### config.mk
export PLATFORM = sky130hd
export DESIGN_NAME = sram_march_bist_flat
export DESIGN_NICKNAME = d
export VERILOG_FILES = /design/src/rtl/sram_march_bist_if.sv /design/src/rtl/sram_march_bist.sv /design/src/flat_wrapper.sv
export SDC_FILE = /design/constraint.sdc
export NUM_CORES = 1
export LEC_CHECK = 0
export ABC_AREA = 1
export CORE_UTILIZATION = 35
export CTS_CLUSTER_DIAMETER = 150
export DETAILED_ROUTE_END_ITERATION = 10
export GPL_TIMING_DRIVEN = 0
export HOLD_SLACK_MARGIN = 0.02
export SETUP_SLACK_MARGIN = 0.15
export SLEW_MARGIN = 40
export SYNTH_ARGS = -nofsm -noshare
export SYNTH_HDL_FRONTEND = slang
export SYNTH_SLANG_ARGS = --single-unit
### constraint.sdc
create_clock -name clk -period 7 [get_ports clk]
set_clock_uncertainty 0.1 [all_clocks]
set_input_delay 0.7 -clock clk [delete_from_list [all_inputs] [get_ports clk]]
set_output_delay 0.7 -clock clk [all_outputs]
set_load 0.02 [all_outputs]
### src/rtl/sram_march_bist_if.sv
// Shared SRAM port-0 bus between the BIST sequencer (master) and the macro/mux side (slave).
interface sram_march_bist_if #(
  parameter int ADDR_WIDTH  = 16,
  parameter int DATA_WIDTH  = 32,
  parameter int WMASK_WIDTH = 4,
  parameter int NUM_SRAMS   = 16
);
  logic [NUM_SRAMS-1:0]   csb0;
  logic                   web0;
  logic [WMASK_WIDTH-1:0] wmask0;
  logic [ADDR_WIDTH-1:0]  addr0;
  logic [DATA_WIDTH-1:0]  din0;
  logic [DATA_WIDTH-1:0]  dout0;

  modport master (output csb0, web0, wmask0, addr0, din0, input dout0);
  modport slave  (input csb0, web0, wmask0, addr0, din0, output dout0);
endinterface

### src/rtl/sram_march_bist.sv
// March C- BIST sequencer for one selected OpenRAM macro on the shared port-0 bus.
// All outputs are registered; the bus is only driven active while a test is running.
module sram_march_bist #(
  parameter int ADDR_WIDTH  = 16,
  parameter int DATA_WIDTH  = 32,
  parameter int WMASK_WIDTH = 4,
  parameter int NUM_SRAMS   = 16,
  parameter int SEL_WIDTH   = 4
) (
  input  logic                  clk,
  input  logic                  reset,
  input  logic                  start,
  input  logic                  abort,
  input  logic [SEL_WIDTH-1:0]  sram_sel,
  input  logic [ADDR_WIDTH-1:0] addr_max,
  input  logic [DATA_WIDTH-1:0] pattern,
  input  logic [DATA_WIDTH-1:0] cmp_mask,
  sram_march_bist_if.master     bus,
  output logic                  busy,
  output logic                  done,
  output logic                  pass,
  output logic [7:0]            fail_count,
  output logic [ADDR_WIDTH-1:0] fail_addr,
  output logic [DATA_WIDTH-1:0] fail_data
);

  typedef enum logic [3:0] {
    IDLE, M0_W, M1_R, M1_C, M1_W, M2_R, M2_C, M2_W, M3_R, M3_C, FIN
  } state_t;

  state_t                state_q, state_d;
  logic                  go_q, go_d;
  logic [SEL_WIDTH-1:0]  sel_q, sel_d;
  logic [ADDR_WIDTH-1:0] max_q, max_d;
  logic [DATA_WIDTH-1:0] pat_q, pat_d;
  logic [DATA_WIDTH-1:0] mask_q, mask_d;
  logic [NUM_SRAMS-1:0]  csb0_q, csb0_d;
  logic                  web0_q, web0_d;
  logic [ADDR_WIDTH-1:0] addr0_q, addr0_d;
  logic [DATA_WIDTH-1:0] din0_q, din0_d;
  logic                  busy_q, busy_d;
  logic                  done_q, done_d;
  logic                  pass_q, pass_d;
  logic [7:0]            fail_count_q, fail_count_d;
  logic [ADDR_WIDTH-1:0] fail_addr_q, fail_addr_d;
  logic [DATA_WIDTH-1:0] fail_data_q, fail_data_d;

  logic [NUM_SRAMS-1:0]  sel_onehot;
  logic                  at_top, at_bottom, sel_ok, active, is_cmp, mismatch;
  logic [DATA_WIDTH-1:0] expected;

  for (genvar gi = 0; gi < NUM_SRAMS; gi++) begin : g_sel
    assign sel_onehot[gi] = (int'(sel_q) == gi);
  end

  assign at_top    = (addr0_q == max_q);
  assign at_bottom = (addr0_q == '0);
  assign sel_ok    = (int'(sram_sel) < NUM_SRAMS);
  assign active    = !(state_q inside {IDLE, FIN});
  assign is_cmp    = state_q inside {M1_C, M2_C, M3_C};
  assign expected  = (state_q == M2_C) ? ~pat_q : pat_q;
  assign mismatch  = is_cmp && (|((bus.dout0 ^ expected) & mask_q));

  always_comb begin
    state_d      = state_q;
    go_d         = go_q;
    sel_d        = sel_q;
    max_d        = max_q;
    pat_d        = pat_q;
    mask_d       = mask_q;
    addr0_d      = addr0_q;
    din0_d       = din0_q;
    csb0_d       = '1;
    web0_d       = 1'b1;
    busy_d       = 1'b0;
    done_d       = 1'b0;
    pass_d       = pass_q;
    fail_count_d = fail_count_q;
    fail_addr_d  = fail_addr_q;
    fail_data_d  = fail_data_q;

    if (mismatch) begin
      if (fail_count_q != 8'hFF) fail_count_d = fail_count_q + 8'd1;
      if (fail_count_q == 8'd0) begin
        fail_addr_d = addr0_q;
        fail_data_d = bus.dout0;
      end
    end

    // state_q names the bus cycle currently on the pins; state_d picks the next one
    case (state_q)
      M0_W: if (at_top) begin state_d = M1_R; addr0_d = '0; end
            else addr0_d = addr0_q + 1'b1;
      M1_R: state_d = M1_C;
      M1_C: state_d = M1_W;
      M1_W: if (at_top) begin state_d = M2_R; addr0_d = max_q; end
            else begin state_d = M1_R; addr0_d = addr0_q + 1'b1; end
      M2_R: state_d = M2_C;
      M2_C: state_d = M2_W;
      M2_W: if (at_bottom) begin state_d = M3_R; addr0_d = max_q; end
            else begin state_d = M2_R; addr0_d = addr0_q - 1'b1; end
      M3_R: state_d = M3_C;
      M3_C: if (at_bottom) state_d = FIN;
            else begin state_d = M3_R; addr0_d = addr0_q - 1'b1; end
      default: begin
        state_d = IDLE;
        if (go_q) begin
          state_d = M0_W;
          addr0_d = '0;
          go_d    = 1'b0;
        end else if (start && !abort) begin
          sel_d        = sram_sel;
          max_d        = addr_max;
          pat_d        = pattern;
          mask_d       = cmp_mask;
          fail_count_d = 8'd0;
          fail_addr_d  = '0;
          fail_data_d  = '0;
          pass_d       = 1'b0;
          if (sel_ok) go_d = 1'b1;
          else        done_d = 1'b1;
        end
      end
    endcase

    if (abort && (active || go_q)) begin
      state_d = IDLE;
      go_d    = 1'b0;
      pass_d  = 1'b0;
    end

    case (state_d)
      M0_W, M2_W: begin csb0_d = ~sel_onehot; web0_d = 1'b0; din0_d = pat_q;  end
      M1_W:       begin csb0_d = ~sel_onehot; web0_d = 1'b0; din0_d = ~pat_q; end
      M1_R, M2_R, M3_R: csb0_d = ~sel_onehot;
      FIN: begin
        done_d = 1'b1;
        pass_d = (fail_count_d == 8'd0);
      end
      default: ;
    endcase
    busy_d = !(state_d inside {IDLE, FIN});
  end

  always_ff @(posedge clk or posedge reset) begin
    if (reset) begin
      state_q      <= IDLE;
      go_q         <= 1'b0;
      sel_q        <= '0;
      max_q        <= '0;
      pat_q        <= '0;
      mask_q       <= '0;
      csb0_q       <= '1;
      web0_q       <= 1'b1;
      addr0_q      <= '0;
      din0_q       <= '0;
      busy_q       <= 1'b0;
      done_q       <= 1'b0;
      pass_q       <= 1'b0;
      fail_count_q <= 8'd0;
      fail_addr_q  <= '0;
      fail_data_q  <= '0;
    end else begin
      state_q      <= state_d;
      go_q         <= go_d;
      sel_q        <= sel_d;
      max_q        <= max_d;
      pat_q        <= pat_d;
      mask_q       <= mask_d;
      csb0_q       <= csb0_d;
      web0_q       <= web0_d;
      addr0_q      <= addr0_d;
      din0_q       <= din0_d;
      busy_q       <= busy_d;
      done_q       <= done_d;
      pass_q       <= pass_d;
      fail_count_q <= fail_count_d;
      fail_addr_q  <= fail_addr_d;
      fail_data_q  <= fail_data_d;
    end
  end

  assign bus.csb0   = csb0_q;
  assign bus.web0   = web0_q;
  assign bus.wmask0 = '1;
  assign bus.addr0  = addr0_q;
  assign bus.din0   = din0_q;
  assign busy       = busy_q;
  assign done       = done_q;
  assign pass       = pass_q;
  assign fail_count = fail_count_q;
  assign fail_addr  = fail_addr_q;
  assign fail_data  = fail_data_q;

endmodule

### src/flat_wrapper.sv
// flat-port wrapper written by rule: the top's interface ports become plain ports
module sram_march_bist_flat 
#(
  parameter int ADDR_WIDTH  = 16,
  parameter int DATA_WIDTH  = 32,
  parameter int WMASK_WIDTH = 4,
  parameter int NUM_SRAMS   = 16,
  parameter int SEL_WIDTH   = 4
)
  (clk, reset, start, abort, sram_sel, addr_max, pattern, cmp_mask, busy, done, pass, fail_count, fail_addr, fail_data, bus_csb0, bus_web0, bus_wmask0, bus_addr0, bus_din0, bus_dout0);
  sram_march_bist_if #(.ADDR_WIDTH(ADDR_WIDTH), .DATA_WIDTH(DATA_WIDTH), .WMASK_WIDTH(WMASK_WIDTH), .NUM_SRAMS(NUM_SRAMS)) bus_i ();
  input  logic clk;
  input  logic reset;
  input  logic start;
  input  logic abort;
  input  logic [SEL_WIDTH-1:0] sram_sel;
  input  logic [ADDR_WIDTH-1:0] addr_max;
  input  logic [DATA_WIDTH-1:0] pattern;
  input  logic [DATA_WIDTH-1:0] cmp_mask;
  output logic busy;
  output logic done;
  output logic pass;
  output logic [7:0] fail_count;
  output logic [ADDR_WIDTH-1:0] fail_addr;
  output logic [DATA_WIDTH-1:0] fail_data;
  output wire logic [$bits(bus_i.csb0)-1:0] bus_csb0;
  output wire logic [$bits(bus_i.web0)-1:0] bus_web0;
  output wire logic [$bits(bus_i.wmask0)-1:0] bus_wmask0;
  output wire logic [$bits(bus_i.addr0)-1:0] bus_addr0;
  output wire logic [$bits(bus_i.din0)-1:0] bus_din0;
  input wire logic [$bits(bus_i.dout0)-1:0] bus_dout0;
  assign bus_csb0 = bus_i.csb0;
  assign bus_web0 = bus_i.web0;
  assign bus_wmask0 = bus_i.wmask0;
  assign bus_addr0 = bus_i.addr0;
  assign bus_din0 = bus_i.din0;
  assign bus_i.dout0 = bus_dout0;
  sram_march_bist #(.ADDR_WIDTH(ADDR_WIDTH), .DATA_WIDTH(DATA_WIDTH), .WMASK_WIDTH(WMASK_WIDTH), .NUM_SRAMS(NUM_SRAMS), .SEL_WIDTH(SEL_WIDTH)) u_core (.clk(clk), .reset(reset), .start(start), .abort(abort), .sram_sel(sram_sel), .addr_max(addr_max), .pattern(pattern), .cmp_mask(cmp_mask), .bus(bus_i), .busy(busy), .done(done), .pass(pass), .fail_count(fail_count), .fail_addr(fail_addr), .fail_data(fail_data));
endmodule
==> flow_summary.json <==
{
  "run_status": "finished clean",
  "number_of_flops_mapped_to_enable_cells_by_yosys": 0,
  "die_area_um2": 33800,
  "grt_util_all_layers": 0.220,
  "combinationalPowerShare": 0.370,
  "cts.htree.levels": 1,
  "layout_common_cells": "nand2_1, clkdlybuf4s50_1, dfrtp_1",
  "rows": 66,
  "synth-compound-area-share": 0.0977,
  "post-dp-hpwl_mm": 27.7,
  "maxSlewHeadroom": 0.609,
  "cts_hold_repair.buffers": 0,
  "synth_async_reset_ratio": 1.00,
  "sequential_fraction_of_the_synthesis_area": 0.463,
  "setup.worst_path.start_class": "register",
  "largest_net_degree_at_the_start_of_global_routing": 63,
  "yosys.area_share.xor_xnor": 0.0597,
  "vias": 10700,
  "finalSetupViolCount": 0,
  "worst_slew_pin_slew_ns": 0.586,
  "synth_mux_area_frac": 0,
  "post_synth_and_or_nand_nor_area_fraction": 0.275,
  "dr.first_iter.drc_count": 540,
  "clock-root-buffer": "clkbuf_16",
  "grt_pass1_vias": 10400,
  "crit_path_end_kind": "register",
  "hold_depth": 2,
  "max_clock_freq_ghz": 0.293,
  "global_route_wire_length_before_repair_mm": 57.6,
  "routability_cong": 0.892,
  "drv.max_cap_violation_count": 0,
  "dieWidth_um": 184,
  "cts.sinks": 213,
  "clk_transition_reported_paths_ns": 0.06,
  "number_of_buffers_added_by_the_clock_tree_synthesis_step": 25,
  "netSwitchingFraction": 0.375,
  "worst_ep_required_time_ns": 7.29,
  "tritoncts": "yes",
  "layout.cells.most_common": "nand2_1",
  "timing.hold.worst.class": "reg -> reg",
  "synthesis.yosys.warnings": 0,
  "setup_slack_after_layout_ns": 3.59,
  "synth_flop_cell": "dfrtp_1",
  "die_height_um": 184,
  "vias_per_cell": 4.73,
  "ir_drop_mv": 0.190,
  "placement.io_buffers": 243,
  "postSynthCellCount": 1518,
  "flow.area_growth_from_synthesis_pct": 34.0,
  "tritonroute_pass_1_iters": 5,
  "cell_area_placed_um2": 14700,
  "power.density_cell_area_nw_per_um2": 325,
  "p_leak_nw": 7.39,
  "cts.repair_timing.setup_buffer_count": 0,
  "detail_route.drc_violations": 0,
  "clk_path_buf_depth": 3,
  "mean_instance_size_in_the_synthesized_netlist_um2": 7.62,
  "hold-worst-slack_ns": 0.380,
  "worst_r2r_endpoint": "u_core.fail_data[22]",
  "synth_top_family_by_area": "simple AND/OR/NAND/NOR gates",
  "switching_power_mw": 1.89,
  "number_of_synthesized_register_bits": 213,
  "synthAdderAreaFrac": 0.00541,
  "timing_max_transition_violations_final": 0,
  "grt_setup_unrepaired": "no",
  "finalCritPeriodShare": 0.488,
  "finalHoldViolations": 0,
  "grt.overflow.total": 0,
  "reg2reg_depth": 15,
  "worstHoldStart": "u_core.mask_q[20]",
  "drt-wirelength-per-cell_um": 16.4,
  "drive_gt1_frac": 0.0889,
  "period_needed_ns": 3.41,
  "r2r_slack_ns": 3.59,
  "post_cts.resized_instances": 0,
  "initial_antenna_violation_count": 3,
  "power.share.clock": 0.269,
  "finish.instance_area_um2": 15500,
  "worst_skew_pair.late_latency_ns": 0.53,
  "nets": 1919,
  "io_pins": 248,
  "arrival_ns": 3.70,
  "yosysUniqueCellTypes": 47,
  "initial_utilization": 0.355,
  "wl_mm": 36.9,
  "internal_portion_of_total_power_mw": 3.15,
  "place_worst_setup_slack_ns": 3.34,
  "critical_path.reg2reg.startpoint": "u_core.state_q[1]",
  "critical_path_class": "reg -> reg",
  "critical_path_peak_fanout": 10,
  "whs_endpoint": "u_core.mask_q[20]",
  "critPathLaunch": "u_core.state_q[1]",
  "mappedNetlistArea_um2": 11600,
  "ant_nets": 0,
  "placeableCoreArea_um2": 32500,
  "power.sequential.fraction": 0.361
}
==> cells in the mapped netlist, drive strengths merged (13+ instances only) <==
| cell type | number | area, um^2 |
|---|---|---|
| xnor2 | 23 | 209 |
| xor2 | 55 | 482 |
| clkbuf | 17 | 63.8 |
| nor2 | 86 | 335 |
| nand2 | 504 | 1920 |
| buf | 55 | 338 |
| a21oi | 60 | 312 |
| o21ai | 131 | 667 |
| nand3 | 117 | 663 |
| dfrtp | 196 | 4900 |
| inv | 197 | 739 |
| nand4 | 13 | 87.6 |
| dfstp | 17 | 447 |
==> through the flow <==
step	setup TNS [ns]	cells	utilization	total power [mW]
3_3_place_gp	-562.04	2206	0.448	3.67
2_1_floorplan	0	1521	-	3.02
4_1_cts	0	2253	0.476	5.10
3_5_place_dp	0	2209	0.450	3.70
5_1_grt	0	2253	0.476	5.41
6_report	0	2255	0.476	5.04
==> sequential cells by signal, summed over array words and instances, names as in the netlist <==
signal,count
u_core.bus.web0,1
u_core.fail_addr,16
u_core.state_q,4
u_core.bus.din0,32
u_core.mask_q,32
u_core.max_q,16
u_core.pat_q,32
u_core.pass,1
u_core.bus.csb0,16
u_core.sel_q,4
u_core.done,1
u_core.bus.addr0,16
u_core.fail_data,32
u_core.go_q,1
u_core.fail_count,8
u_core.busy,1
==> how the worst max path moves through the flow <==
stage,depth (start not counted),to
2_1_floorplan,1,u_core.bus.addr0[0]
3_3_place_gp,2,u_core.bus.addr0[10]
3_5_place_dp,16,u_core.fail_data[22]
4_1_cts,15,u_core.fail_data[22]
5_1_grt,15,u_core.fail_addr[12]
6_report,15,u_core.fail_data[22]
==> metal layers <==
metal  GRT usage  vias up  routed length [um]
li1            -     5304                   -
met1       0.292     5044               16600
met2       0.360      272               17200
met3      0.0511       48                2350
met4      0.0537        0                 745
met5           0        -                   0
==> layout make-up <==
class / count / area [um^2]
clock buffers: 37 / 701
fillers: 3258 / 17000
clock inverters: 7 / 135
flip-flops and latches: 213 / 5350
plain buffers: 72 / 402
multi-input cells: 1038 / 5080
well taps: 442 / 553
diodes: 2 / 5.00
inverters: 198 / 751
repair buffers: 246 / 2510
==> worst max-delay path, stage by stage, from the launching register on <==
cell     delay [ns]
dfrtp_1        0.44
inv_2          0.12
nor2_1         0.05
nand2_1        0.23
buf_2          0.36
nand2_1        0.09
nand3_1        0.16
nand2_1        0.10
nor2_1         0.11
nand2_1        0.05
nor2_1         0.08
nand2_1        0.13
nand3_1        0.45
buf_2          0.36
buf_2          0.33
a21oi_1        0.12
==> kinds of logic after synthesis <==
logic type      count (synthesis)
simple gates                  740
buf+inv                       270
flops                         213
compound gates                211
xor+xnor                       78
fa+ha+maj                       5
other cells                     1
==> power groups by stage <==
stage / logic (mW) / registers, mW / clock network, mW
finish: 1.86 / 1.82 / 1.36
global route: 2.10 / 1.86 / 1.44
CTS: 1.88 / 1.82 / 1.39
detailed placement: 1.87 / 1.83 / 0
global placement: 1.84 / 1.83 / 0
floorplan: 1.12 / 1.90 / 0
Power figures use the tool's default switching activity.
